### src/rtl/uart_pkg.sv
// Shared types and constants for the UART receiver.
package uart_pkg;

  localparam int BITS_PER_BYTE          = 8;
  localparam int DEFAULT_CYCLES_PER_BIT = 4;

  typedef enum logic [2:0] {
    ST_IDLE  = 3'd0,
    ST_START = 3'd1,
    ST_DATA  = 3'd2,
    ST_STOP  = 3'd3,
    ST_BREAK = 3'd4
  } uart_rx_state_t;

endpackage

### src/rtl/uart_sync2.sv
// Two-flop synchronizer for an asynchronous single-bit input.
module uart_sync2 #(
  parameter logic RESET_VAL = 1'b1
) (
  input  logic clock,
  input  logic reset_n,
  input  logic d,
  output logic q
);

  logic meta_q, meta_d;
  logic sync_q, sync_d;

  // next values: shift the raw input through both stages
  always_comb begin
    meta_d = d;
    sync_d = meta_q;
  end

  // synchronizer flops, reset to the line's idle level
  always_ff @(posedge clock or negedge reset_n) begin
    if (!reset_n) begin
      meta_q <= RESET_VAL;
      sync_q <= RESET_VAL;
    end else begin
      meta_q <= meta_d;
      sync_q <= sync_d;
    end
  end

  assign q = sync_q;

endmodule

### src/rtl/uart_rx.sv
// 8N1 UART receiver, LSB first, oversampled at cycles_per_bit clocks per bit.
// Optional running byte checksum output enabled by macro UART_RX_CHECKSUM_EN.
//
// state    | meaning
// ---------+----------------------------------------------------------
// ST_IDLE  | line idle, waiting for a low level (start bit)
// ST_START | waiting half a bit to re-check the start bit mid-bit
// ST_DATA  | sampling 8 data bits mid-bit, one per bit period
// ST_STOP  | sampling the stop bit; high = good frame, low = error
// ST_BREAK | stop bit was low; waiting for the line to return high
module uart_rx
  import uart_pkg::*;
#(
  parameter int cycles_per_bit = DEFAULT_CYCLES_PER_BIT
) (
  input  logic        clock,
  input  logic        reset_n,
  input  logic        ser_in,
`ifdef UART_RX_CHECKSUM_EN
  output logic [31:0] checksum,
`endif
  output logic [7:0]  data_out,
  output logic        valid,
  output logic        frame_error,
  output logic        busy
);

  localparam int TW = (cycles_per_bit > 1) ? $clog2(cycles_per_bit) : 1;
  // Down-counter reload values: terminal count is zero, so load N-1 for N cycles.
  localparam logic [TW-1:0] T_BIT  = TW'(cycles_per_bit - 1);
  localparam logic [TW-1:0] T_HALF = TW'(cycles_per_bit / 2 - 1);
  localparam logic [3:0]    LAST_BIT = 4'(BITS_PER_BYTE - 1);

  logic rx_s;

  uart_rx_state_t state_q, state_d;
  logic [TW-1:0]  timer_q, timer_d;
  logic [3:0]     bit_cnt_q, bit_cnt_d;
  logic [7:0]     shift_q, shift_d;
  logic [7:0]     data_q, data_d;
  logic           load_q, load_d;
  logic           err_q, err_d;
  logic           valid_q, valid_d;
  logic           ferr_q, ferr_d;
  logic           tc;

  uart_sync2 #(.RESET_VAL(1'b1)) u_sync (
    .clock   (clock),
    .reset_n (reset_n),
    .d       (ser_in),
    .q       (rx_s)
  );

  assign tc = (timer_q == '0);

  // frame FSM: timer reloads on each sample, counts down otherwise
  always_comb begin
    state_d   = state_q;
    timer_d   = timer_q;
    bit_cnt_d = bit_cnt_q;
    shift_d   = shift_q;
    load_d    = 1'b0;
    err_d     = 1'b0;
    case (state_q)
      ST_IDLE: begin
        if (!rx_s) begin
          state_d   = ST_START;
          timer_d   = T_HALF;
          bit_cnt_d = '0;
        end
      end
      ST_START: begin
        if (tc) begin
          if (!rx_s) begin
            state_d = ST_DATA;
            timer_d = T_BIT;
          end else begin
            state_d = ST_IDLE;
          end
        end else begin
          timer_d = timer_q - 1'b1;
        end
      end
      ST_DATA: begin
        if (tc) begin
          shift_d = {rx_s, shift_q[7:1]};
          timer_d = T_BIT;
          if (bit_cnt_q == LAST_BIT) begin
            state_d   = ST_STOP;
            bit_cnt_d = '0;
          end else begin
            bit_cnt_d = bit_cnt_q + 1'b1;
          end
        end else begin
          timer_d = timer_q - 1'b1;
        end
      end
      ST_STOP: begin
        if (tc) begin
          if (rx_s) begin
            state_d = ST_IDLE;
            load_d  = 1'b1;
          end else begin
            state_d = ST_BREAK;
            err_d   = 1'b1;
          end
        end else begin
          timer_d = timer_q - 1'b1;
        end
      end
      ST_BREAK: begin
        if (rx_s) state_d = ST_IDLE;
      end
      default: begin
        state_d = ST_IDLE;
        timer_d = '0;
      end
    endcase
  end

  // output stage: the stop-bit verdict is published one cycle after sampling
  always_comb begin
    valid_d = load_q;
    ferr_d  = err_q;
    data_d  = load_q ? shift_q : data_q;
  end

  // state and datapath registers
  always_ff @(posedge clock or negedge reset_n) begin
    if (!reset_n) begin
      state_q   <= ST_IDLE;
      timer_q   <= '0;
      bit_cnt_q <= '0;
      shift_q   <= '0;
      data_q    <= '0;
      load_q    <= 1'b0;
      err_q     <= 1'b0;
      valid_q   <= 1'b0;
      ferr_q    <= 1'b0;
    end else begin
      state_q   <= state_d;
      timer_q   <= timer_d;
      bit_cnt_q <= bit_cnt_d;
      shift_q   <= shift_d;
      data_q    <= data_d;
      load_q    <= load_d;
      err_q     <= err_d;
      valid_q   <= valid_d;
      ferr_q    <= ferr_d;
    end
  end

`ifdef UART_RX_CHECKSUM_EN
  logic [31:0] cks_q, cks_d;

  // accumulate each accepted byte, wrapping modulo 2^32
  always_comb begin
    cks_d = load_q ? (cks_q + {24'h0, shift_q}) : cks_q;
  end

  // checksum accumulator register
  always_ff @(posedge clock or negedge reset_n) begin
    if (!reset_n) cks_q <= '0;
    else          cks_q <= cks_d;
  end

  assign checksum = cks_q;
`endif

  assign data_out    = data_q;
  assign valid       = valid_q;
  assign frame_error = ferr_q;
  assign busy        = (state_q != ST_IDLE);

endmodule

### config.mk
export PLATFORM = sky130hd
export DESIGN_NAME = uart_rx
export DESIGN_NICKNAME = d
export VERILOG_FILES = /design/src/rtl/uart_pkg.sv /design/src/rtl/uart_sync2.sv /design/src/rtl/uart_rx.sv
export SDC_FILE = /design/constraint.sdc
export NUM_CORES = 1
export LEC_CHECK = 0
export ABC_CLOCK_PERIOD_IN_PS = 3360
export CAP_MARGIN = 15
export CORE_UTILIZATION = 50
export CTS_CLUSTER_DIAMETER = 60
export DETAILED_ROUTE_END_ITERATION = 16
export PLACE_DENSITY = 0.72
export SLEW_MARGIN = 20
export SYNTH_ARGS = -nofsm -noshare
export SYNTH_HDL_FRONTEND = slang
export SYNTH_SLANG_ARGS = --single-unit
### constraint.sdc
create_clock -name clock -period 3.36 [get_ports clock]
set_clock_uncertainty 0.1 [all_clocks]
set_input_delay 0.336 -clock clock [delete_from_list [all_inputs] [get_ports clock]]
set_output_delay 0.336 -clock clock [all_outputs]
set_load 0.005 [all_outputs]
==> results.cfg <==
[sta]
slew_viol_final = 0
hold_viol = 0
fin_crit_sh = 0.633
period_needed_ps = 2130
tightest_slew_ps = 417
setup_viol = 0
setup_tns_ps = 0
slew_headroom = 0.722
clock.fmax_mhz = 470
rsz0062_at_grt = false

[yosys]
ys.flop_type = dfrtp_1
seq_area_frac_synth = 0.595
synth_top_area_share = 0.555
synthSimpleGateAreaFrac = 0.0995
yosysTopAreaCell = dfrtp_1
ys_warn_count = 0
yosysUniqueCellTypes = 30
asyncSetResetFlopFracSynth = 1.00
yosysMostFrequentCell = dfrtp_1
syn_inst = 102
synth_compound_area_frac = 0.0995
synth_xor_area_frac = 0
synthMuxAreaShare = 0.146
synth.avg_cell_area_um2 = 12.8
yosys_register_bits = 31
synth_top_family_by_area = multiplexers
syn-cell-area_mm2 = 0.00131
synth_edf_count = 0
syn_nets = 107
yosys.area_share.adder = 0.0191
ys_top_cells_by_count = dfrtp_1 (29), mux2_2 (17), nand2_1 (8)
synthTopCellsByArea = dfrtp_1 (56%), mux2_2 (15%), dfstp_2 (4.0%), nand2_1 (2.3%), nor2_1 (2.0%)

[final_layout]
nFillCells = 215
antennaDiodeCount = 0
multi_input_area_um2 = 477
seqCellArea_um2 = 778
syn2layout_area_growth_pct = 16.4
final_cells = 150
utilization = 0.614
drive_above_1_share = 0.275
final_cell_area_mm2 = 0.00152
nets = 124

[floorplan]
rows = 18
initial_core_util = 0.528
fp.dieH_um = 53.1
die_area_mm2 = 0.00282
die_w_um = 53.1
io_pins = 14
coreArea_mm2 = 0.00248

[clocking]
tritoncts = built
clockRootBuffer = clkbuf_4
cts_setup_buffers = 0
cts_resized = 0
cts_buffers = 5
clockBufferDepth = 2
clk_pin_slew_ps = 90
worstSkewPairLatency_ps = 330
h-tree-depth = 2
ctsHoldBuffers = 0
numClockSinks = 31

[worst_setup_path]
worstSetupPathType = flip-flop to primary output
cp-start-kind = flip-flop
crit_fanout = 12
endpoint_kind = primary output
crit_arrival_ps = 1690
crit_required_ps = 2920

[global_routing]
grt_pass1_vias = 716
grt_pass1_wl_um = 3280
gr-usage-all-layers = 0.175
grt_overflow = 0
grt_max_degree = 32
antenna_found_initial = 0

[placement]
hpwl_um = 1330
dpl.cell_count = 142
placed_area_mm2 = 0.00145
place_congestion = 0.802
port_buffers = 13

[drt]
vias_per_cell = 5.33
vias = 799
drt_wl_total_um = 2010
drt-initial-drc-count = 3
drtPass1Iterations = 4
wl_per_cell_um = 13.4
ant_nets = 0
drc = 0

[power]
p_leak_nw = 0.715
powerDensity_mw_per_mm2 = 771
power_mw = 1.17
max-vdd-ir-drop_mv = 0.431

[job]
drv_cap = 0

[min_path]
holdCritPathClass = flip-flop to flip-flop

[outcome]
status = completed
-- sequential cells by signal (all words and copies together), names as in the netlist --
signal	count
bit_cnt_q	4
data_out	8
err_q	1
frame_error	1
load_q	1
shift_q	8
state_q	3
timer_q	2
u_sync.meta_q	1
u_sync.q	1
valid	1
-- kinds of logic after synthesis --
kind of cell | Yosys count
multiplexers | 17
buffers and inverters | 9
flip-flops | 31
AO/OA/AOI/OAI | 16
AND/OR/NAND/NOR | 27
adder cells (fa/ha/maj) | 2
-- cell type report --
class / count / share of cell area
clock buffer: 7 / 0.0428
clock inverter: 1 / 0.00493
inverter: 5 / 0.0123
tap: 30 / 0.0247
multi-input combinational: 62 / 0.313
sequential: 31 / 0.512
timing repair buffer: 14 / 0.0905
-- path summary, 6_finish.rpt --
kind	start	endpoint	slack [ps]	depth (start not counted)
min in group asynchronous	reset_n	bit_cnt_q[1]	290	2
min reg2reg	u_sync.meta_q	u_sync.q	260	0
max reg2reg	timer_q[0]	shift_q[5]	1460	5
min	u_sync.meta_q	u_sync.q	260	0
max in group asynchronous	reset_n	u_sync.q	2550	2
max	state_q[1]	busy	1230	2
-- cells in the final DEF (no fill, tap or decap), types with 2 or more instances in the layout --
| master | synthesis | final |
|---|---|---|
| dfrtp_1 | 29 | 29 |
| mux2_2 | 17 | 17 |
| clkdlybuf4s50_1 | 0 | 13 |
| nand2_1 | 8 | 8 |
| nor2_1 | 7 | 7 |
| inv_1 | 5 | 5 |
| clkbuf_4 | 0 | 5 |
| nor3_1 | 4 | 4 |
| a21oi_1 | 4 | 4 |
| nand2b_1 | 2 | 2 |
| a2bb2oi_1 | 2 | 2 |
| o21ai_0 | 2 | 2 |
| ha_1 | 2 | 2 |
| clkbuf_8 | 1 | 2 |
| dfstp_2 | 2 | 2 |
-- worst max-delay path: stages, from the launching register on --
cell	delay (ps)
dfrtp_1	520
or3_1	410
clkdlybuf4s50_1	440
-- per-stage QoR --
step | hold WS [ps] | setup slack, ps
2_1_floorplan | -59.6 | 1690
3_3_place_gp | 233 | 1560
3_5_place_dp | 247 | 1500
4_1_cts | 266 | 1200
5_1_grt | 270 | 1140
6_report | 265 | 1230
-- per-layer routing --
| metal | GRT usage | part of all wire |
|---|---|---|
| met1 | 0.238 | 0.50 |
| met2 | 0.226 | 0.44 |
| met3 | 0.0920 | 0.053 |
| met4 | 0.0789 | 0.0075 |
| met5 | 0 | 0 |
-- report_power, final --
group | internal, mW | switching, mW
logic | 0.207 | 0.150
clock network | 0.122 | 0.126
registers | 0.473 | 0.0950
total | 0.802 | 0.371
Power figures use the tool's default switching activity.
